<file path="src/rtl/fc_cpu_bus_master_pkg.sv">
// Shared types and constants for the FC cartridge CPU bus master and its phase counter.
package fc_bus_pkg;

   localparam int   FC_DIV        = 14;
   localparam int   FC_HOLD_CYC   = 1;
   localparam int   CPU_AW        = 15;
   localparam logic ROMSEL_ACTIVE = 1'b0;
   localparam logic RW_READ       = 1'b1;

   typedef enum logic [1:0] {IDLE, PHI1, PHI2, HOLD} bus_state_e;

   typedef logic [$clog2(FC_DIV)-1:0] phase_t;

   // /ROMSEL level for the M2-high half of a cycle, given the latched addr[15].
   function automatic logic romsel_level(input logic rom_sel);
      return rom_sel ? ROMSEL_ACTIVE : ~ROMSEL_ACTIVE;
   endfunction

endpackage

</file>
<file path="src/rtl/fc_cpu_bus_master_if.sv">
// Command stream and cartridge-edge signals of the FC CPU bus master; master = the bus initiator.
interface fc_cpu_bus_master_if;
   import fc_bus_pkg::*;

   logic              cmd_valid;
   logic              cmd_ready;
   logic              cmd_rw;
   logic [15:0]       cmd_addr;
   logic [7:0]        cmd_wdata;
   logic              rsp_valid;
   logic [7:0]        rsp_rdata;
   logic              m2;
   logic              romsel;
   logic              cpu_rw;
   logic [CPU_AW-1:0] cpu_addr;
   logic [7:0]        cpu_data_out;
   logic              cpu_data_oe;
   logic [7:0]        cpu_data_in;

   modport master (
      input  cmd_valid, cmd_rw, cmd_addr, cmd_wdata, cpu_data_in,
      output cmd_ready, rsp_valid, rsp_rdata, m2, romsel, cpu_rw, cpu_addr,
             cpu_data_out, cpu_data_oe
   );

   modport slave (
      output cmd_valid, cmd_rw, cmd_addr, cmd_wdata, cpu_data_in,
      input  cmd_ready, rsp_valid, rsp_rdata, m2, romsel, cpu_rw, cpu_addr,
             cpu_data_out, cpu_data_oe
   );

endinterface

</file>
<file path="src/rtl/fc_cpu_bus_master_m2_phase_ctr.sv">
// Phase counter: counts 0..last_i while running and pulses phase_done_o on the last count.
module fc_m2_phase_ctr
   import fc_bus_pkg::*;
(
   input  logic   osc50,
   input  logic   rst_n,
   input  logic   run_i,
   input  phase_t last_i,
   output logic   phase_done_o
);

   phase_t cnt_q, cnt_d;

   assign phase_done_o = run_i && (cnt_q == last_i);

   always_comb begin
      cnt_d = cnt_q + phase_t'(1);
      if (!run_i || phase_done_o) begin
         cnt_d = '0;
      end
   end

   always_ff @(posedge osc50 or negedge rst_n) begin
      if (!rst_n) begin
         cnt_q <= '0;
      end else begin
         cnt_q <= cnt_d;
      end
   end

endmodule

</file>
<file path="src/rtl/fc_cpu_bus_master.sv">
// FC cartridge CPU bus initiator: one command -> one M2 cycle (PHI1, PHI2, HOLD).
// Optional FC_BUS_IDLE_CLK_EN: M2 free-runs with dummy reads of $0000 while idle.
module fc_cpu_bus_master
   import fc_bus_pkg::*;
#(
   parameter int DIV      = FC_DIV,
   parameter int HOLD_CYC = FC_HOLD_CYC
)(
   input logic                 osc50,
   input logic                 rst_n,
   fc_cpu_bus_master_if.master bus
);

   bus_state_e        state_q, state_d;
   logic              m2_q, m2_d;
   logic              romsel_q, romsel_d;
   logic              rw_q, rw_d;
   logic              oe_q, oe_d;
   logic              rsp_valid_q, rsp_valid_d;
   logic [CPU_AW-1:0] addr_q, addr_d;
   logic [7:0]        wdata_q, wdata_d;
   logic [7:0]        rdata_q, rdata_d;
   logic              rom_q, rom_d;
   logic              dummy_q, dummy_d;
   logic              accept;
   logic              phase_done;
   phase_t            phase_last;

   assign bus.cmd_ready    = rst_n && (state_q == IDLE);
   assign accept           = bus.cmd_valid && bus.cmd_ready;
   assign bus.m2           = m2_q;
   assign bus.romsel       = romsel_q;
   assign bus.cpu_rw       = rw_q;
   assign bus.cpu_addr     = addr_q;
   assign bus.cpu_data_out = wdata_q;
   assign bus.cpu_data_oe  = oe_q;
   assign bus.rsp_valid    = rsp_valid_q;
   assign bus.rsp_rdata    = rdata_q;

   always_comb begin
      phase_last = phase_t'(DIV - 1);
      if (state_q == HOLD) begin
         phase_last = phase_t'(HOLD_CYC - 1);
      end
`ifdef FC_BUS_IDLE_CLK_EN
      // The IDLE cycle already served as the first M2-low cycle of a dummy.
      if (state_q == PHI1 && dummy_q) begin
         phase_last = phase_t'(DIV - 2);
      end
`endif
   end

   fc_m2_phase_ctr u_phase_ctr (
      .osc50        (osc50),
      .rst_n        (rst_n),
      .run_i        (state_q != IDLE),
      .last_i       (phase_last),
      .phase_done_o (phase_done)
   );

   always_comb begin
      state_d     = state_q;
      m2_d        = m2_q;
      romsel_d    = romsel_q;
      rw_d        = rw_q;
      oe_d        = oe_q;
      addr_d      = addr_q;
      wdata_d     = wdata_q;
      rdata_d     = rdata_q;
      rom_d       = rom_q;
      dummy_d     = dummy_q;
      rsp_valid_d = 1'b0;
      case (state_q)
         IDLE: begin
            if (accept) begin
               state_d = PHI1;
               rw_d    = bus.cmd_rw;
               addr_d  = bus.cmd_addr[CPU_AW-1:0];
               wdata_d = bus.cmd_wdata;
               oe_d    = (bus.cmd_rw != RW_READ);
               rom_d   = bus.cmd_addr[15];
               dummy_d = 1'b0;
            end
`ifdef FC_BUS_IDLE_CLK_EN
            else begin
               state_d = PHI1;
               rw_d    = RW_READ;
               addr_d  = '0;
               oe_d    = 1'b0;
               rom_d   = 1'b0;
               dummy_d = 1'b1;
            end
`endif
         end
         PHI1: begin
            if (phase_done) begin
               state_d  = PHI2;
               m2_d     = 1'b1;
               romsel_d = romsel_level(rom_q);
            end
         end
         PHI2: begin
            if (phase_done) begin
               state_d = HOLD;
               m2_d    = 1'b0;
               if (rw_q == RW_READ && !dummy_q) begin
                  rdata_d = bus.cpu_data_in;
               end
            end
         end
         HOLD: begin
            // romsel stays active through HOLD so targets see it at M2 fall.
            if (phase_done) begin
               state_d     = IDLE;
               romsel_d    = ~ROMSEL_ACTIVE;
               oe_d        = 1'b0;
               rw_d        = RW_READ;
               rsp_valid_d = !dummy_q;
            end
         end
         default: state_d = IDLE;
      endcase
   end

   always_ff @(posedge osc50 or negedge rst_n) begin
      if (!rst_n) begin
         state_q     <= IDLE;
         m2_q        <= 1'b0;
         romsel_q    <= ~ROMSEL_ACTIVE;
         rw_q        <= RW_READ;
         oe_q        <= 1'b0;
         rsp_valid_q <= 1'b0;
         addr_q      <= '0;
         wdata_q     <= '0;
         rdata_q     <= '0;
         rom_q       <= 1'b0;
         dummy_q     <= 1'b0;
      end else begin
         state_q     <= state_d;
         m2_q        <= m2_d;
         romsel_q    <= romsel_d;
         rw_q        <= rw_d;
         oe_q        <= oe_d;
         rsp_valid_q <= rsp_valid_d;
         addr_q      <= addr_d;
         wdata_q     <= wdata_d;
         rdata_q     <= rdata_d;
         rom_q       <= rom_d;
         dummy_q     <= dummy_d;
      end
   end

endmodule

</file>
<file path="src/flat_wrapper.sv">
// flat-port wrapper written by rule: the top's interface ports become plain ports
module fc_cpu_bus_master_flat import fc_bus_pkg::*;
#(
   parameter int DIV      = FC_DIV,
   parameter int HOLD_CYC = FC_HOLD_CYC
)
  (osc50, rst_n, bus_cmd_valid, bus_cmd_rw, bus_cmd_addr, bus_cmd_wdata, bus_cpu_data_in, bus_cmd_ready, bus_rsp_valid, bus_rsp_rdata, bus_m2, bus_romsel, bus_cpu_rw, bus_cpu_addr, bus_cpu_data_out, bus_cpu_data_oe);
  fc_cpu_bus_master_if bus_i ();
  input logic osc50;
  input logic rst_n;
  input wire logic [$bits(bus_i.cmd_valid)-1:0] bus_cmd_valid;
  input wire logic [$bits(bus_i.cmd_rw)-1:0] bus_cmd_rw;
  input wire logic [$bits(bus_i.cmd_addr)-1:0] bus_cmd_addr;
  input wire logic [$bits(bus_i.cmd_wdata)-1:0] bus_cmd_wdata;
  input wire logic [$bits(bus_i.cpu_data_in)-1:0] bus_cpu_data_in;
  output wire logic [$bits(bus_i.cmd_ready)-1:0] bus_cmd_ready;
  output wire logic [$bits(bus_i.rsp_valid)-1:0] bus_rsp_valid;
  output wire logic [$bits(bus_i.rsp_rdata)-1:0] bus_rsp_rdata;
  output wire logic [$bits(bus_i.m2)-1:0] bus_m2;
  output wire logic [$bits(bus_i.romsel)-1:0] bus_romsel;
  output wire logic [$bits(bus_i.cpu_rw)-1:0] bus_cpu_rw;
  output wire logic [$bits(bus_i.cpu_addr)-1:0] bus_cpu_addr;
  output wire logic [$bits(bus_i.cpu_data_out)-1:0] bus_cpu_data_out;
  output wire logic [$bits(bus_i.cpu_data_oe)-1:0] bus_cpu_data_oe;
  assign bus_i.cmd_valid = bus_cmd_valid;
  assign bus_i.cmd_rw = bus_cmd_rw;
  assign bus_i.cmd_addr = bus_cmd_addr;
  assign bus_i.cmd_wdata = bus_cmd_wdata;
  assign bus_i.cpu_data_in = bus_cpu_data_in;
  assign bus_cmd_ready = bus_i.cmd_ready;
  assign bus_rsp_valid = bus_i.rsp_valid;
  assign bus_rsp_rdata = bus_i.rsp_rdata;
  assign bus_m2 = bus_i.m2;
  assign bus_romsel = bus_i.romsel;
  assign bus_cpu_rw = bus_i.cpu_rw;
  assign bus_cpu_addr = bus_i.cpu_addr;
  assign bus_cpu_data_out = bus_i.cpu_data_out;
  assign bus_cpu_data_oe = bus_i.cpu_data_oe;
  fc_cpu_bus_master #(.DIV(DIV), .HOLD_CYC(HOLD_CYC)) u_core (.osc50(osc50), .rst_n(rst_n), .bus(bus_i));
endmodule
</file>
<file path="config.mk">
export PLATFORM = sky130hd
export DESIGN_NAME = fc_cpu_bus_master_flat
export DESIGN_NICKNAME = d
export VERILOG_FILES = /design/src/rtl/fc_cpu_bus_master_pkg.sv /design/src/rtl/fc_cpu_bus_master_if.sv /design/src/rtl/fc_cpu_bus_master_m2_phase_ctr.sv /design/src/rtl/fc_cpu_bus_master.sv /design/src/flat_wrapper.sv
export SDC_FILE = /design/constraint.sdc
export NUM_CORES = 1
export LEC_CHECK = 0
export ABC_CLOCK_PERIOD_IN_PS = 2900
export CORE_ASPECT_RATIO = 0.8
export CORE_MARGIN = 3
export CORE_UTILIZATION = 40
export DETAILED_ROUTE_END_ITERATION = 7
export GPL_TIMING_DRIVEN = 0
export PLACE_DENSITY = 0.76
export SLEW_MARGIN = 20
export SYNTH_ARGS = -nofsm -noshare
export SYNTH_HDL_FRONTEND = slang
export SYNTH_SLANG_ARGS = --single-unit
</file>
<file path="constraint.sdc">
create_clock -name osc50 -period 2.9 [get_ports osc50]
set_clock_uncertainty 0.2 [all_clocks]
set_input_delay 0.29 -clock osc50 [delete_from_list [all_inputs] [get_ports osc50]]
set_output_delay 0.29 -clock osc50 [all_outputs]
set_load 0.005 [all_outputs]
</file>
==> flow_summary.yaml, run 1 <==
clock_network:
  tritoncts.num_buffers: 5
  clkSinkCount: 43
  clk_root_buffer_cell: "sky130_fd_sc_hd__clkbuf_8"
  htreeDepth: 2
  cts_tree: "done"
  clock_latency_on_the_worst_skew_pair_ns: 0.30
  maximum_clock_path_buffer_count: 2
  post_cts_resized: 0
  worst_setup_hold_path_clk_slew_ns: 0.08
sta:
  post-route-period-util: 0.9283
  worst_pin_slew_ns: 0.5258
  rsz_0062_raised_after_global_routing: "no"
  finalMaxSlewViolations: 0
  finalHoldViolCount: 0
  finalWorstPathRequiredPeriod_ns: 2.692
  totalNegativeSetupSlack_ns: 0
  fmax_mhz: 371.5
  slew-limit-headroom: 0.6495
  finalSetupViolations: 0
  hold_slack_ns: 0.2666
pwr:
  leak_pwr_nw: 1.175
  ir_drop_worst_vdd_mv: 0.5888
  switching_share: 0.2829
  total_power_mw: 2.680
  comb_power_share: 0.413
  power.clock.fraction: 0.204
  seq_power_share: 0.384
  power_density_nw_per_um2: 990.4
  internal_power_mw: 1.922
  power_dissipated_by_switching_net_loads_mw: 0.7582
route:
  first_iter_violations: 46
  route.vias.total: 1264
  drt_wl_total_mm: 3.905
  route.detailed.wl_per_inst_um: 15.08
  antenna_nets_post_route: 0
  remaining_drcs: 0
  detailedRoute.firstPassIterationCount: 4
  routed_via_density: 4.880
cells_and_area:
  layout.nets: 244
  fillerInstances: 302
  area_of_the_multi_input_gates_um2: 643.1
  final_layout_size_suffix_gt1_frac: 0.2402
  layout_common_cells: "71 x sky130_fd_sc_hd__clkdlybuf4s50_1, 41 x sky130_fd_sc_hd__dfrtp_1, 32 x sky130_fd_sc_hd__mux2_2"
  seqCellArea_um2: 1079
  final_common_cell: "sky130_fd_sc_hd__clkdlybuf4s50_1"
  finalNonFillerCells: 259
  final_area_um2: 2706
  antenna_cells_inserted: 0
  layout-area-overhead-vs-synth_pct: 53.84
place:
  gp_routability_congestion: 0.8011
  io_buffer_count: 72
  detailedPlacementHpwl_mm: 2.941
  detailed_place.area_um2: 2564
  post-place-cells: 250
logic_synthesis:
  synth_xor_xnor_area_share: 0.009957
  synth_fa_ha_area_frac: 0.03556
  combinational_family_with_the_most_area_after_synthesis: "multiplexers"
  async_flop_share: 1.000
  synth_ff_type: "sky130_fd_sc_hd__dfrtp_1"
  ys_ff_latch: 43
  yosysWarningCount: 0
  synth-edff-count: 0
  yosysSeqAreaShare: 0.6131
  synthesis.nets: 163
  ys_types: 25
  avgSynthCellArea_um2: 14.42
  yosys.area_share.simple: 0.06046
  netlist_area_um2: 1759
  synthesis.instances: 122
  synth_compound_gate_area_share: 0.05477
  post_synth_mux_area_share: 0.2048
die:
  die_w_um: 80.15
  dieArea_um2: 5235
  rows: 20
  initial_utilization: 0.4394
  die_y_um: 65.32
  fp.coreArea_um2: 4004
  floorplan.io_pins: 73
critical_path:
  timing.rr.end: "u_core.bus.rsp_rdata[0]$_DFFE_PN0P_"
  worst_ep_required_ns: 2.88
  timing_worst_setup_path_type: "flop to flop"
  cpPeakStageDelay_ns: 0.54
  worstPathArrival_ns: 2.68
  critical_path_endpoint_category: "flop"
  worst_reg2reg_setup_slack_ns: 0.21
  worstPathCellList: "ha_1 -> or4b_4 -> a211oi_4 -> and3_1 -> buf_6 -> mux2_2"
  critical_path.startpoint_type: "flop"
  crit_fanout: 9
  slowest_stage_cell_crit_path: "sky130_fd_sc_hd__or4b_4"
  timing.rr.start: "u_core.state_q[0]$_DFFE_PN0P_"
  ff2ff_path_depth: 6
global_route:
  grt.overflow.total: 0
  grt_util_met1: 0.2042
  grt_start_max_net_pins: 29
  grt_util_met2: 0.2676
  first_pass_grt_wire_length_mm: 6.665
  gr-max-usage-layer: "met2"
  grt_pass1_vias: 1373
  grt_use_met3: 0.06849
  antenna_found_initial: 0
  grt.total_usage: 0.1674
min_path:
  worstHoldPathType: "input pin to async pin"
status:
  run_status: "complete, no violations"
job:
  max-cap-violations: 0
-- per-stage QoR --
step | util | worst slack (ns)
2_1_floorplan | - | 0.4621
3_3_place_gp | 0.6366 | -1.008
3_5_place_dp | 0.6403 | 0.2443
4_1_cts | 0.6759 | 0.2017
5_1_grt | 0.6759 | 0.04236
6_report | 0.6759 | 0.2079
-- worst max-delay path, delay by kind of cell, from the launching register on --
family	cells	cell delay (ns)
buffers and inverters	1	0.14
adder cells (fa/ha/maj)	1	0.32
AO/OA/AOI/OAI	1	0.41
multiplexers	1	0.34
flip-flops	1	0.40
AND/OR/NAND/NOR	2	0.77
-- sequential cells by signal, indices dropped and copies added, names as in the netlist --
name and count:
u_core.bus.cpu_addr 15, u_core.bus.cpu_data_out 8, u_core.bus.rsp_rdata 8, u_core.u_phase_ctr.cnt_q 4, u_core.state_q 2, u_core.bus.cpu_data_oe 1
u_core.bus.cpu_rw 1, u_core.bus.m2 1, u_core.bus.romsel 1, u_core.bus.rsp_valid 1, u_core.rom_q 1
-- how the worst max path moves through the flow --
stage,start,end,slack [ns],cells after the start
floorplan,u_core.state_q[0]$_DFFE_PN0P_,u_core.bus.rsp_rdata[0]$_DFFE_PN0P_,0.46,6
finish,u_core.state_q[0]$_DFFE_PN0P_,u_core.bus.rsp_rdata[0]$_DFFE_PN0P_,0.21,6
CTS,u_core.state_q[0]$_DFFE_PN0P_,u_core.bus.rsp_rdata[0]$_DFFE_PN0P_,0.20,6
detailed placement,u_core.state_q[0]$_DFFE_PN0P_,u_core.bus.rsp_rdata[0]$_DFFE_PN0P_,0.24,6
global placement,rst_n,u_core.rom_q$_DFFE_PN0P_,-1.01,4
global route,u_core.state_q[0]$_DFFE_PN0P_,u_core.bus.rsp_rdata[0]$_DFFE_PN0P_,0.04,6
-- synth_stat cells (2+ instances only) --
cell	instances	area (µm²)
sky130_fd_sc_hd__clkbuf_1	2	7.510
sky130_fd_sc_hd__inv_1	5	18.77
sky130_fd_sc_hd__nand3_1	2	10.01
sky130_fd_sc_hd__or2_2	2	12.51
sky130_fd_sc_hd__o21ai_0	3	15.01
sky130_fd_sc_hd__nor2_1	8	30.03
sky130_fd_sc_hd__dfrtp_1	41	1026
sky130_fd_sc_hd__dfstp_2	2	52.55
sky130_fd_sc_hd__a21oi_1	4	20.02
sky130_fd_sc_hd__ha_1	5	62.56
sky130_fd_sc_hd__mux2_2	32	360.4
sky130_fd_sc_hd__nor4_1	3	18.77
-- cells by family after synthesis --
| group | count (synthesis) |
|---|---|
| AND/OR/NAND/NOR | 19 |
| buffers and inverters | 8 |
| adder cells (fa/ha/maj) | 5 |
| flip-flops | 43 |
| AO/OA/AOI/OAI | 13 |
| multiplexers | 32 |
| XOR/XNOR | 2 |
-- power groups by stage --
| stage | combinational [mW] | sequential (mW) | clock (mW) |
|---|---|---|---|
| global placement | 1.07 | 1.01 | 0 |
| detailed placement | 1.11 | 1.04 | 0 |
| CTS | 1.12 | 1.03 | 0.554 |
| global route | 1.21 | 1.07 | 0.585 |
| floorplan | 0.489 | 1.03 | 0 |
| finish | 1.11 | 1.03 | 0.546 |
-- final cells by class --
class | count | share of cell area
multi-input cells | 71 | 0.2376
flip-flops and latches | 43 | 0.3985
clock buffers | 6 | 0.02681
inverters | 5 | 0.006935
clock inverters | 2 | 0.02219
well taps | 55 | 0.02543
repair buffers | 74 | 0.2755
plain buffers | 3 | 0.006935
-- metal layers --
layer / part of all wire / vias to the layer above
li1: - / 585
met3: 0.095 / 7
met5: 0 / -
met2: 0.46 / 64
met1: 0.43 / 608
met4: 0.018 / 0
-- what timing repair did --
action	in CTS	in global routing
setup buffers	0	0
endpoints found under the hold margin	18	0
hold buffers	1	0
setup endpoints to repair	0	0
Note: power is estimated with default switching activity, not from simulation.
==> run 2, diff against run 1 <==
--- a/config.mk
+++ b/config.mk
@@ -7,7 +7,6 @@
 export LEC_CHECK = 0
 export ABC_CLOCK_PERIOD_IN_PS = 2900
 export CORE_ASPECT_RATIO = 0.8
-export CORE_MARGIN = 3
 export CORE_UTILIZATION = 40
 export DETAILED_ROUTE_END_ITERATION = 7
 export GPL_TIMING_DRIVEN = 0
==> run 2 against run 1 <==
Net effect: design area is 1.6% lower; fmax is 0.89% lower; cell count is 0.39% higher; largest cell class unchanged; via count is 3.1% lower; wire length is 11% lower; clock-buffer cell count stayed put; utilization is 4.2 points lower; clock power is 33% lower; combinational power hardly changed; worst hold slack worse by 0.019 ns; critical path type unchanged; first-iteration DRC count is 43% lower.
==> flow_summary.yaml, run 2 (synthesis results as in run 1) <==
status:
  run_status: "complete, no violations"
die:
  fp.coreArea_um2: 4204
  floorplan.io_pins: 73
  die_y_um: 61.32
  initial_utilization: 0.4185
  die_w_um: 76.15
  dieArea_um2: 4669
  rows: 21
global_route:
  grt_start_max_net_pins: 32
  grt.total_usage: 0.1557
  gr-max-usage-layer: "met2"
  grt.overflow.total: 0
  first_pass_grt_wire_length_mm: 5.388
  grt_pass1_vias: 1200
  antenna_found_initial: 0
  grt_util_met2: 0.2571
  grt_use_met3: 0.05333
  grt_util_met1: 0.1901
clock_network:
  clkSinkCount: 43
  maximum_clock_path_buffer_count: 2
  clk_root_buffer_cell: "sky130_fd_sc_hd__clkbuf_8"
  htreeDepth: 2
  clock_latency_on_the_worst_skew_pair_ns: 0.29
  cts_tree: "done"
  post_cts_resized: 0
  post-cts-setup-buffer-count: 0
  tritoncts.num_buffers: 5
  worst_setup_hold_path_clk_slew_ns: 0.07
route:
  route.detailed.wl_per_inst_um: 13.33
  first_iter_violations: 26
  drt_wl_total_mm: 3.466
  antenna_nets_post_route: 0
  detailedRoute.firstPassIterationCount: 4
  routed_via_density: 4.712
  remaining_drcs: 0
  route.vias.total: 1225
critical_path:
  ff2ff_path_depth: 6
  timing_worst_setup_path_type: "flop to flop"
  critical_path_endpoint_category: "flop"
  cpPeakStageDelay_ns: 0.54
  critical_path.startpoint_type: "flop"
  worst_ep_required_ns: 2.87
  worstPathCellList: "ha_1 -> or4b_4 -> a211oi_4 -> and3_1 -> buf_6 -> mux2_2"
  timing.rr.end: "u_core.bus.rsp_rdata[4]$_DFFE_PN0P_"
  crit_fanout: 9
  worst_reg2reg_setup_slack_ns: 0.18
  worstPathArrival_ns: 2.69
  slowest_stage_cell_crit_path: "sky130_fd_sc_hd__or4b_4"
  timing.rr.start: "u_core.state_q[0]$_DFFE_PN0P_"
sta:
  worst_pin_slew_ns: 0.5186
  slew-limit-headroom: 0.6543
  finalSetupViolations: 0
  finalWorstPathRequiredPeriod_ns: 2.716
  finalHoldViolCount: 0
  post-route-period-util: 0.9366
  finalMaxSlewViolations: 0
  rsz_0062_raised_after_global_routing: "no"
  fmax_mhz: 368.2
  hold_slack_ns: 0.2476
pwr:
  ir_drop_worst_vdd_mv: 0.4574
  power_density_nw_per_um2: 932.0
  switching_share: 0.2891
  seq_power_share: 0.410
  leak_pwr_nw: 1.157
  power.clock.fraction: 0.148
  internal_power_mw: 1.765
  comb_power_share: 0.441
  power_dissipated_by_switching_net_loads_mw: 0.7178
cells_and_area:
  final_layout_size_suffix_gt1_frac: 0.2414
  final_area_um2: 2664
  layout_common_cells: "71 x sky130_fd_sc_hd__clkdlybuf4s50_1, 41 x sky130_fd_sc_hd__dfrtp_1, 32 x sky130_fd_sc_hd__mux2_2"
  antenna_cells_inserted: 0
  largest_reg_flops: 15
  final_common_cell: "sky130_fd_sc_hd__clkdlybuf4s50_1"
  seqCellArea_um2: 1079
  fillerInstances: 333
  layout-area-overhead-vs-synth_pct: 51.42
  layout.nets: 244
  area_of_the_multi_input_gates_um2: 643.1
  final_core_utilization: 0.6336
job:
  max-cap-violations: 0
place:
  io_buffer_count: 72
  detailedPlacementHpwl_mm: 2.597
  detailed_place.area_um2: 2566
  gp_routability_congestion: 0.7134
min_path:
  worstHoldPathType: "input pin to async pin"
run 2: cell count changes in the layout (fill, tap and decap cells not counted):
cell	previous run	this run
sky130_fd_sc_hd__clkbuf_1	3	2
sky130_fd_sc_hd__bufinv_16	2	0
sky130_fd_sc_hd__clkinv_2	0	1
sky130_fd_sc_hd__clkbuf_8	5	6
run 2: worst max-delay path by stage:
stage                                       start                                   to  slack (ns)  depth (start not counted)
floorplan           u_core.state_q[0]$_DFFE_PN0P_  u_core.bus.rsp_rdata[0]$_DFFE_PN0P_        0.46                          6
global placement                            rst_n   u_core.bus.cpu_addr[5]$_DFFE_PN0P_       -0.95                          4
detailed placement  u_core.state_q[0]$_DFFE_PN0P_  u_core.bus.rsp_rdata[4]$_DFFE_PN0P_        0.21                          6
CTS                 u_core.state_q[0]$_DFFE_PN0P_  u_core.bus.rsp_rdata[4]$_DFFE_PN0P_        0.20                          6
global route        u_core.state_q[0]$_DFFE_PN0P_  u_core.bus.rsp_rdata[0]$_DFFE_PN0P_        0.07                          6
finish              u_core.state_q[0]$_DFFE_PN0P_  u_core.bus.rsp_rdata[4]$_DFFE_PN0P_        0.18                          6
run 2: power groups by stage:
stage	Clock (mW)	Combinational, mW	Sequential (mW)
CTS	0.387	1.11	1.02
floorplan	0	0.489	1.03
finish	0.368	1.10	1.02
global placement	0	1.06	1.01
global route	0.413	1.20	1.05
detailed placement	0	1.10	1.03
run 2: layer usage:
| metal | wire [µm] | up-vias |
|---|---|---|
| met5 | 0 | - |
| met4 | 55 | 0 |
| met3 | 285 | 6 |
| met2 | 1549 | 59 |
| met1 | 1576 | 572 |
| li1 | - | 588 |
run 2: per-stage QoR:
stage / power, mW / cells / setup slack, ns / setup TNS (ns)
finish: 2.483 / 260 / 0.1838 / 0
CTS: 2.515 / 260 / 0.1956 / 0
detailed placement: 2.133 / 252 / 0.2116 / 0
global placement: 2.076 / 251 / -0.9529 / -23.83
global route: 2.659 / 260 / 0.07488 / 0
floorplan: 1.520 / 122 / 0.4621 / 0
run 2: layout make-up:
class / count / area share
tap: 57 / 0.02677
clock inverter: 1 / 0.001879
sequential: 43 / 0.4049
buffer: 3 / 0.007046
inverter: 5 / 0.007046
multi-input combinational: 71 / 0.2414
timing repair buffer: 74 / 0.2799
clock buffer: 6 / 0.03100
run 2: worst max-delay path: cells and delay by family, from the launching register on:
family / cells / cell delay, ns
AO/OA/AOI/OAI: 1 / 0.43
adder cells (fa/ha/maj): 1 / 0.33
buffers and inverters: 1 / 0.14
flip-flops: 1 / 0.40
multiplexers: 1 / 0.34
AND/OR/NAND/NOR: 2 / 0.77
run 2: repair_timing:
item | 4_1_cts | 5_1_grt
hold buffers | 1 | 0
endpoints found under the setup margin | 0 | 0
hold endpoints to repair | 15 | 0
